**config.mk**
```make
export PLATFORM = sky130hd
export DESIGN_NAME = muldiv_unit_flat
export DESIGN_NICKNAME = d
export VERILOG_FILES = /design/src/rtl/muldiv_pkg.sv /design/src/rtl/muldiv_if.sv /design/src/rtl/muldiv_step.sv /design/src/rtl/muldiv_unit.sv /design/src/flat_wrapper.sv
export SDC_FILE = /design/constraint.sdc
export NUM_CORES = 1
export LEC_CHECK = 0
export ABC_CLOCK_PERIOD_IN_PS = 9390
export CELL_PAD_IN_SITES_DETAIL_PLACEMENT = 2
export CELL_PAD_IN_SITES_GLOBAL_PLACEMENT = 2
export CORE_ASPECT_RATIO = 0.9
export CORE_MARGIN = 2
export CORE_UTILIZATION = 39
export CTS_BUF_LIST = sky130_fd_sc_hd__clkbuf_2
export CTS_CLUSTER_DIAMETER = 120
export DETAILED_ROUTE_END_ITERATION = 7
export PLACE_DENSITY = 0.95
export RECOVER_POWER = 25
export REMOVE_ABC_BUFFERS = 1
export SLEW_MARGIN = 10
export SYNTH_ARGS = -nofsm -noshare
export SYNTH_HDL_FRONTEND = slang
export SYNTH_HIERARCHICAL = 1
export SYNTH_SLANG_ARGS = --single-unit
```
**constraint.sdc**
```tcl
create_clock -name clk -period 9.39 [get_ports clk]
set_input_delay 0.939 -clock clk [delete_from_list [all_inputs] [get_ports clk]]
set_output_delay 0.939 -clock clk [all_outputs]
set_load 0.05 [all_outputs]
```
**src/rtl/muldiv_pkg.sv**
```systemverilog
// muldiv_pkg: shared operation encodings, FSM state encoding and default width
// for the iterative multiply/divide unit.
package muldiv_pkg;

  localparam int DEFAULT_WIDTH = 32;

  typedef enum logic [2:0] {
    OP_MULT  = 3'd0,
    OP_MULTU = 3'd1,
    OP_DIV   = 3'd2,
    OP_DIVU  = 3'd3,
    OP_MTHI  = 3'd4,
    OP_MTLO  = 3'd5
  } op_e;

  typedef enum logic [1:0] {
    ST_IDLE = 2'd0,
    ST_RUN  = 2'd1,
    ST_DONE = 2'd2
  } state_e;

endpackage

```
**src/rtl/muldiv_if.sv**
```systemverilog
// muldiv_if: request/result bundle of the multiply/divide unit.
// master drives the request side, slave is the unit itself.
interface muldiv_if #(parameter int WIDTH = 32);
  logic             start;
  logic [2:0]       op;
  logic [WIDTH-1:0] in1;
  logic [WIDTH-1:0] in2;
  logic             flush;
  logic             busy;
  logic             done;
  logic             div_zero;
  logic [WIDTH-1:0] hi;
  logic [WIDTH-1:0] lo;

  modport master (output start, op, in1, in2, flush,
                  input  busy, done, div_zero, hi, lo);
  modport slave  (input  start, op, in1, in2, flush,
                  output busy, done, div_zero, hi, lo);
endinterface

```
**src/rtl/muldiv_step.sv**
```systemverilog
// muldiv_step: one combinational iteration of shift-add multiply or
// restoring divide. A single (WIDTH+1)-bit adder serves both: multiply adds
// the multiplicand when the multiplier LSB is set, divide subtracts the
// divisor from the left-shifted partial remainder.
module muldiv_step #(parameter int WIDTH = 32) (
  input  logic             is_div,
  input  logic [WIDTH-1:0] acc,
  input  logic [WIDTH-1:0] mq,
  input  logic [WIDTH-1:0] opnd,
  output logic [WIDTH-1:0] acc_nxt,
  output logic [WIDTH-1:0] mq_nxt
);

  logic [WIDTH:0] add_a;
  logic [WIDTH:0] add_b;
  logic           add_cin;
  logic [WIDTH:0] sum;

  // Select adder operands, then shift the result into acc/mq.
  always_comb begin
    add_a   = {1'b0, acc};
    add_b   = '0;
    add_cin = 1'b0;
    acc_nxt = acc;
    mq_nxt  = mq;
    if (is_div) begin
      add_a   = {acc, mq[WIDTH-1]};
      add_b   = ~{1'b0, opnd};
      add_cin = 1'b1;
    end else if (mq[0]) begin
      add_b   = {1'b0, opnd};
    end
    sum = add_a + add_b + {{WIDTH{1'b0}}, add_cin};
    if (is_div) begin
      // Top bit set means the trial subtraction went negative: restore.
      if (!sum[WIDTH]) begin
        acc_nxt = sum[WIDTH-1:0];
        mq_nxt  = {mq[WIDTH-2:0], 1'b1};
      end else begin
        acc_nxt = add_a[WIDTH-1:0];
        mq_nxt  = {mq[WIDTH-2:0], 1'b0};
      end
    end else begin
      acc_nxt = sum[WIDTH:1];
      mq_nxt  = {sum[0], mq[WIDTH-1:1]};
    end
  end

endmodule

```
**src/rtl/muldiv_unit.sv**
```systemverilog
// muldiv_unit: HI/LO multiply/divide unit with IDLE/RUN/DONE control.
// Signed ops run on magnitudes and fix the signs when the result is written.
// Build option: define MULDIV_FAST_MUL_EN for single-cycle MULT/MULTU.
module muldiv_unit
  import muldiv_pkg::*;
#(parameter int WIDTH = DEFAULT_WIDTH) (
  input  logic     clk,
  input  logic     rst_n,
  muldiv_if.slave  bus
);

  localparam int CW = $clog2(WIDTH) + 1;

  state_e                  state_q, state_d;
  logic [CW-1:0]           cnt_q, cnt_d;
  logic [WIDTH-1:0]        acc_q, acc_d, mq_q, mq_d, opnd_q, opnd_d;
  logic [WIDTH-1:0]        a_raw_q, a_raw_d, hi_q, hi_d, lo_q, lo_d;
  logic                    is_div_q, is_div_d, neg_res_q, neg_res_d;
  logic                    neg_rem_q, neg_rem_d, dz_q, dz_d;
  logic                    div_zero_q, div_zero_d;
  logic [WIDTH-1:0]        acc_nxt, mq_nxt, mag1, mag2;
  logic signed [WIDTH-1:0] in1_s, in2_s;
  logic                    signed_op, sgn1, sgn2, accept;
  op_e                     op_in;

  function automatic logic [WIDTH-1:0] cond_neg(input logic [WIDTH-1:0] x,
                                                input logic neg);
    return neg ? -x : x;
  endfunction

  function automatic logic [2*WIDTH-1:0] cond_neg_w(input logic [2*WIDTH-1:0] x,
                                                    input logic neg);
    return neg ? -x : x;
  endfunction

  assign op_in     = op_e'(bus.op);
  assign in1_s     = bus.in1;
  assign in2_s     = bus.in2;
  assign signed_op = (op_in == OP_MULT) || (op_in == OP_DIV);
  assign sgn1      = signed_op && (in1_s < 0);
  assign sgn2      = signed_op && (in2_s < 0);
  assign mag1      = cond_neg(bus.in1, sgn1);
  assign mag2      = cond_neg(bus.in2, sgn2);
  assign accept    = (state_q != ST_RUN) && bus.start && !bus.flush;

`ifdef MULDIV_FAST_MUL_EN
  logic [2*WIDTH-1:0] fast_prod;
  assign fast_prod = {{WIDTH{1'b0}}, mag1} * {{WIDTH{1'b0}}, mag2};
`endif

  muldiv_step #(.WIDTH(WIDTH)) u_step (
    .is_div  (is_div_q),
    .acc     (acc_q),
    .mq      (mq_q),
    .opnd    (opnd_q),
    .acc_nxt (acc_nxt),
    .mq_nxt  (mq_nxt)
  );

  // Next-state, operand capture, iteration and result write-back.
  always_comb begin
    state_d    = state_q;
    cnt_d      = cnt_q;
    acc_d      = acc_q;
    mq_d       = mq_q;
    opnd_d     = opnd_q;
    a_raw_d    = a_raw_q;
    is_div_d   = is_div_q;
    neg_res_d  = neg_res_q;
    neg_rem_d  = neg_rem_q;
    dz_d       = dz_q;
    hi_d       = hi_q;
    lo_d       = lo_q;
    div_zero_d = 1'b0;
    case (state_q)
      ST_RUN: begin
        if (bus.flush) begin
          state_d = ST_IDLE;
        end else begin
          acc_d = acc_nxt;
          mq_d  = mq_nxt;
          cnt_d = cnt_q + 1'b1;
          if (cnt_q == CW'(WIDTH - 1)) begin
            state_d = ST_DONE;
            if (!is_div_q) begin
              {hi_d, lo_d} = cond_neg_w({acc_nxt, mq_nxt}, neg_res_q);
            end else if (dz_q) begin
              hi_d       = a_raw_q;
              lo_d       = '1;
              div_zero_d = 1'b1;
            end else begin
              lo_d = cond_neg(mq_nxt, neg_res_q);
              hi_d = cond_neg(acc_nxt, neg_rem_q);
            end
          end
        end
      end
      default: begin
        state_d = ST_IDLE;
        if (accept) begin
          case (op_in)
            OP_MULT, OP_MULTU: begin
`ifdef MULDIV_FAST_MUL_EN
              {hi_d, lo_d} = cond_neg_w(fast_prod, sgn1 ^ sgn2);
              state_d      = ST_DONE;
`else
              state_d   = ST_RUN;
              cnt_d     = '0;
              acc_d     = '0;
              is_div_d  = 1'b0;
              opnd_d    = mag1;
              mq_d      = mag2;
              neg_res_d = sgn1 ^ sgn2;
`endif
            end
            OP_DIV, OP_DIVU: begin
              state_d   = ST_RUN;
              cnt_d     = '0;
              acc_d     = '0;
              is_div_d  = 1'b1;
              opnd_d    = mag2;
              mq_d      = mag1;
              neg_res_d = sgn1 ^ sgn2;
              neg_rem_d = sgn1;
              dz_d      = (bus.in2 == '0);
              a_raw_d   = bus.in1;
            end
            OP_MTHI: hi_d = bus.in1;
            OP_MTLO: lo_d = bus.in1;
            default: ;
          endcase
        end
      end
    endcase
  end

  // State and datapath registers, cleared asynchronously.
  always_ff @(posedge clk or negedge rst_n) begin
    if (!rst_n) begin
      state_q    <= ST_IDLE;
      cnt_q      <= '0;
      acc_q      <= '0;
      mq_q       <= '0;
      opnd_q     <= '0;
      a_raw_q    <= '0;
      is_div_q   <= 1'b0;
      neg_res_q  <= 1'b0;
      neg_rem_q  <= 1'b0;
      dz_q       <= 1'b0;
      hi_q       <= '0;
      lo_q       <= '0;
      div_zero_q <= 1'b0;
    end else begin
      state_q    <= state_d;
      cnt_q      <= cnt_d;
      acc_q      <= acc_d;
      mq_q       <= mq_d;
      opnd_q     <= opnd_d;
      a_raw_q    <= a_raw_d;
      is_div_q   <= is_div_d;
      neg_res_q  <= neg_res_d;
      neg_rem_q  <= neg_rem_d;
      dz_q       <= dz_d;
      hi_q       <= hi_d;
      lo_q       <= lo_d;
      div_zero_q <= div_zero_d;
    end
  end

  assign bus.busy     = (state_q == ST_RUN);
  assign bus.done     = (state_q == ST_DONE);
  assign bus.div_zero = div_zero_q;
  assign bus.hi       = hi_q;
  assign bus.lo       = lo_q;

endmodule

```
**src/flat_wrapper.sv**
```systemverilog
// flat-port wrapper written by rule: the top's interface ports become plain ports
module muldiv_unit_flat import muldiv_pkg::*;
#(parameter int WIDTH = DEFAULT_WIDTH)
  (clk, rst_n, bus_start, bus_op, bus_in1, bus_in2, bus_flush, bus_busy, bus_done, bus_div_zero, bus_hi, bus_lo);
  muldiv_if #(.WIDTH(WIDTH)) bus_i ();
  input  logic clk;
  input  logic rst_n;
  input wire logic [$bits(bus_i.start)-1:0] bus_start;
  input wire logic [$bits(bus_i.op)-1:0] bus_op;
  input wire logic [$bits(bus_i.in1)-1:0] bus_in1;
  input wire logic [$bits(bus_i.in2)-1:0] bus_in2;
  input wire logic [$bits(bus_i.flush)-1:0] bus_flush;
  output wire logic [$bits(bus_i.busy)-1:0] bus_busy;
  output wire logic [$bits(bus_i.done)-1:0] bus_done;
  output wire logic [$bits(bus_i.div_zero)-1:0] bus_div_zero;
  output wire logic [$bits(bus_i.hi)-1:0] bus_hi;
  output wire logic [$bits(bus_i.lo)-1:0] bus_lo;
  assign bus_i.start = bus_start;
  assign bus_i.op = bus_op;
  assign bus_i.in1 = bus_in1;
  assign bus_i.in2 = bus_in2;
  assign bus_i.flush = bus_flush;
  assign bus_busy = bus_i.busy;
  assign bus_done = bus_i.done;
  assign bus_div_zero = bus_i.div_zero;
  assign bus_hi = bus_i.hi;
  assign bus_lo = bus_i.lo;
  muldiv_unit #(.WIDTH(WIDTH)) u_core (.clk(clk), .rst_n(rst_n), .bus(bus_i));
endmodule
```
==> flow_summary.yaml <==
status:
  status: "finished, violations left"
  violations: "design-rule violations, max-capacitance violations, max-slew violations"
cts:
  cts_tree: "done"
  cts_resized: 0
  cts.clk_slew.worst_paths_ns: 0.14
  holdBufCountCts: 1
  clk-insertion-delay-late_ns: 1.19
  clk_path_buf_depth: 3
  cts_buffers: 56
  h-tree-depth: 2
  cts.sinks: 205
  cts_root_buf: "clkbuf_2"
  postCtsSetupBuffers: 0
sta:
  fin_crit_ns: 9.24
  fmax_ghz: 0.108
  finalSetupViolations: 0
  fin_crit_sh_pct: 98.4
  rsz0062_at_grt: "no"
  final.setup_skew_ns: 0.124
  tightest_slew_ns: 4.33
  finalSetupTns_ns: 0
  layout_setup_ws_ns: 0.153
  report.final.hold_viol_count: 0
  maxSlewHeadroom_pct: -189
  maxSlewViolCount: 213
worst_setup_path:
  cp-end-kind: "register"
  worstReg2RegStart: "u_core/is_div_q$_DFFE_PN0P_"
  path_buf_inv: 4
  worstPathArrival_ns: 10.28
  crit_fanout: 52
  setup.worst_path.start_class: "register"
  crit_chain: "inv_1 -> buf_4 -> fa_1 -> inv_1 -> fa_1 -> a21o_1 -> a311o_1 -> nand3_2 -> nand2_2 -> a41oi_2 -> a211oi_2 -> nand2_1 -> a31oi_1 -> inv_1 -> ha_1 -> mux2i_1 -> nor2_1 -> a21oi_1 -> a22oi_1 -> o22ai_1 -> a221oi_1"
  crit_start: "u_core/is_div_q$_DFFE_PN0P_"
  crit_path_top_delay_cell: "a31oi_1"
  slowest_delay_ns: 1.28
  crit_top_cell: "inv_1"
  cp_top_family: "compound AO/OA/AOI/OAI gates"
  critPathKind: "reg -> reg"
  cp_data_required_time_ns: 10.43
grt:
  grt_pass1_wl_um: 158000
  grt_max_degree: 79
  grt.busiest_layer: "met2"
  antenna_found_initial: 17
  globalRouteMet3Util_pct: 18.9
  met1_usage_pct: 51.0
  grt_pass1_vias: 23700
  track_usage_pct: 46.1
  groute.layer.met2.usage_pct: 70.0
  grt_remaining_overflow: 0
logic_synthesis:
  synth.distinct_cells: 96
  synth_warnings: 6
  synthArstFlopShare_pct: 100
  synthFlopType: "dfrtp_1"
  synth.top_cells.by_area: "dfrtp_1 29%, nand2_1 8.6%, o21ai_0 5.5%"
  seq_area_frac_synth_pct: 29.5
  syn_area_per_cell_um2: 7.71
  syn_area_um2: 17400
  synth_top_area_share_pct: 29.5
  ys_ff_latch: 205
  synth_edf_count: 0
  synth_cells: 2260
  synth_top_area_cell: "dfrtp_1"
floorplanning:
  coreArea_um2: 44100
  num_rows: 73
  die_x_um: 227
  pin_count: 138
  start_util_pct: 39.5
  fp.dieH_um: 204
  dieArea_um2: 46400
layout:
  finalInstanceArea_um2: 19800
  layout_commonest_cell: "nand2_1"
  final_cell_count_no_fill: 2986
  multi_input_area_um2: 11500
  nNetsFinal: 2442
  ff_latch_area_um2: 5130
  nFillCells: 4962
  mostFrequentLayoutCells: "399 x nand2_1, 204 x dfrtp_1, 192 x o21ai_0, 136 x clkdlybuf4s50_1, 132 x nor2_1"
  area_growth_pct: 13.9
  drive_gt1_share_pct: 11.6
  utilization_pct: 45.0
drt:
  dr_total_vias: 22100
  routed_wl_um: 109000
  drcViolationCount: 7
  avgViaCountPerCell: 7.42
  first_pass_iters: 8
  drt_iter0_drc: 3218
  postRouteAntennaNets: 0
  wl_per_cell_um: 36.4
min_path:
  min_path_type: "reg -> reg"
  min-delay-start: "u_core/a_raw_q[28]$_DFFE_PN0P_"
placed_design:
  dp_hpwl_um: 69900
  gp_congestion: 0.938
  dp.cells: 2872
  place_area_um2: 19300
  portBuffers: 137
  pre_cts_ws_ns: 1.38
flow_run:
  max-cap-violations: 7
power_and_ir_drop:
  power_leakage_nw: 8.13
  powerDensity_nw_per_um2: 451
  ir_drop_mv: 0.206
## where the power goes
group          switching (mW)  internal, mW  total, mW  leakage [nW]
clock network           0.501         0.267      0.768         0.389
logic                    4.52          1.92       6.44          5.18
registers               0.520          1.22       1.74          2.56
total                    5.54          3.40       8.94          8.13
## logic make-up (layout without fill, tap and decap cells)
family,after synthesis,in the layout,share of synthesized area (%)
AND/OR/NAND/NOR,892,892,24.5
flip-flops,205,205,29.5
XOR/XNOR,128,128,6.44
AO/OA/AOI/OAI,669,669,25.1
other,0,12,0
buffers and inverters,223,337,5.09
multiplexers,105,105,6.55
adder cells (fa/ha/maj),38,38,2.82
## routing by layer
metal,up-vias,wire (µm)
li1,8459,-
met1,10800,37900
met2,1955,46900
met3,878,13200
met4,14,10600
met5,-,87
## synth_stat cells (all sizes together) (9+ instances only)
library cell	number
ha	36
buf	43
nand4	21
xor2	47
nand2b	21
xnor2	81
nand3	76
nor4	36
a21o	26
and3	30
a221oi	14
or3	32
a31oi	58
or4	20
o211ai	21
nor2	133
mux2	71
dfrtp	205
o221ai	30
a211oi	16
mux2i	34
nand2	401
o21a	12
nor3	63
clkbuf	138
a21oi	120
or2	9
inv	42
o21ai	198
o41ai	21
o22ai	37
o31ai	38
## worst register-to-register path, delay by kind of cell, from the launching register on
family / cells / cell delay (ns)
DFF: 1 / 0.94
adders and majority gates: 3 / 1.14
and+or+nand+nor: 4 / 0.74
muxes: 1 / 0.11
AOI/OAI and AO/OA: 9 / 4.52
buffers and inverters: 4 / 1.63
## cell type report
cell class | instances | share of cell area, %
clock inverter | 14 | 0.416
tap | 600 | 3.78
sequential | 205 | 25.9
timing repair buffer | 196 | 9.09
multi-input combinational | 1832 | 57.7
antenna | 12 | 0.151
inverter | 42 | 0.801
clock buffer | 85 | 2.14
## path summary, 6_finish.rpt
| path | to | slack [ns] | depth (start not counted) |
|---|---|---|---|
| max in group asynchronous | u_core/is_div_q$_DFFE_PN0P_ | 1.37 | 4 |
| min | u_core/a_raw_q[28]$_DFFE_PN0P_ | 0.51 | 2 |
| min reg2reg | u_core/a_raw_q[28]$_DFFE_PN0P_ | 0.51 | 2 |
| max reg2reg | u_core/bus.hi[1]$_DFFE_PN0P_ | 0.15 | 21 |
| min in group asynchronous | u_core/a_raw_q[30]$_DFFE_PN0P_ | 1.86 | 2 |
| max | u_core/bus.hi[1]$_DFFE_PN0P_ | 0.15 | 21 |
## sequential cells by signal, summed over array words and instances (netlist names)
signal	flops
u_core/is_div_q	1
u_core/a_raw_q	32
u_core/bus.div_zero	1
u_core/neg_rem_q	1
u_core/bus.hi	32
u_core/cnt_q	6
u_core/mq_q	32
u_core/neg_res_q	1
u_core/bus.lo	32
u_core/dz_q	1
u_core/state_q	2
u_core/opnd_q	32
u_core/acc_q	32
## stage by stage
stage	total power [mW]	hold slack (ns)
finish	8.94	0.508
CTS	8.44	0.398
global route	9.14	0.534
global placement	6.96	0.452
floorplan	5.08	0.437
detailed placement	7.41	0.477
Note: power is estimated with default switching activity, not from simulation.
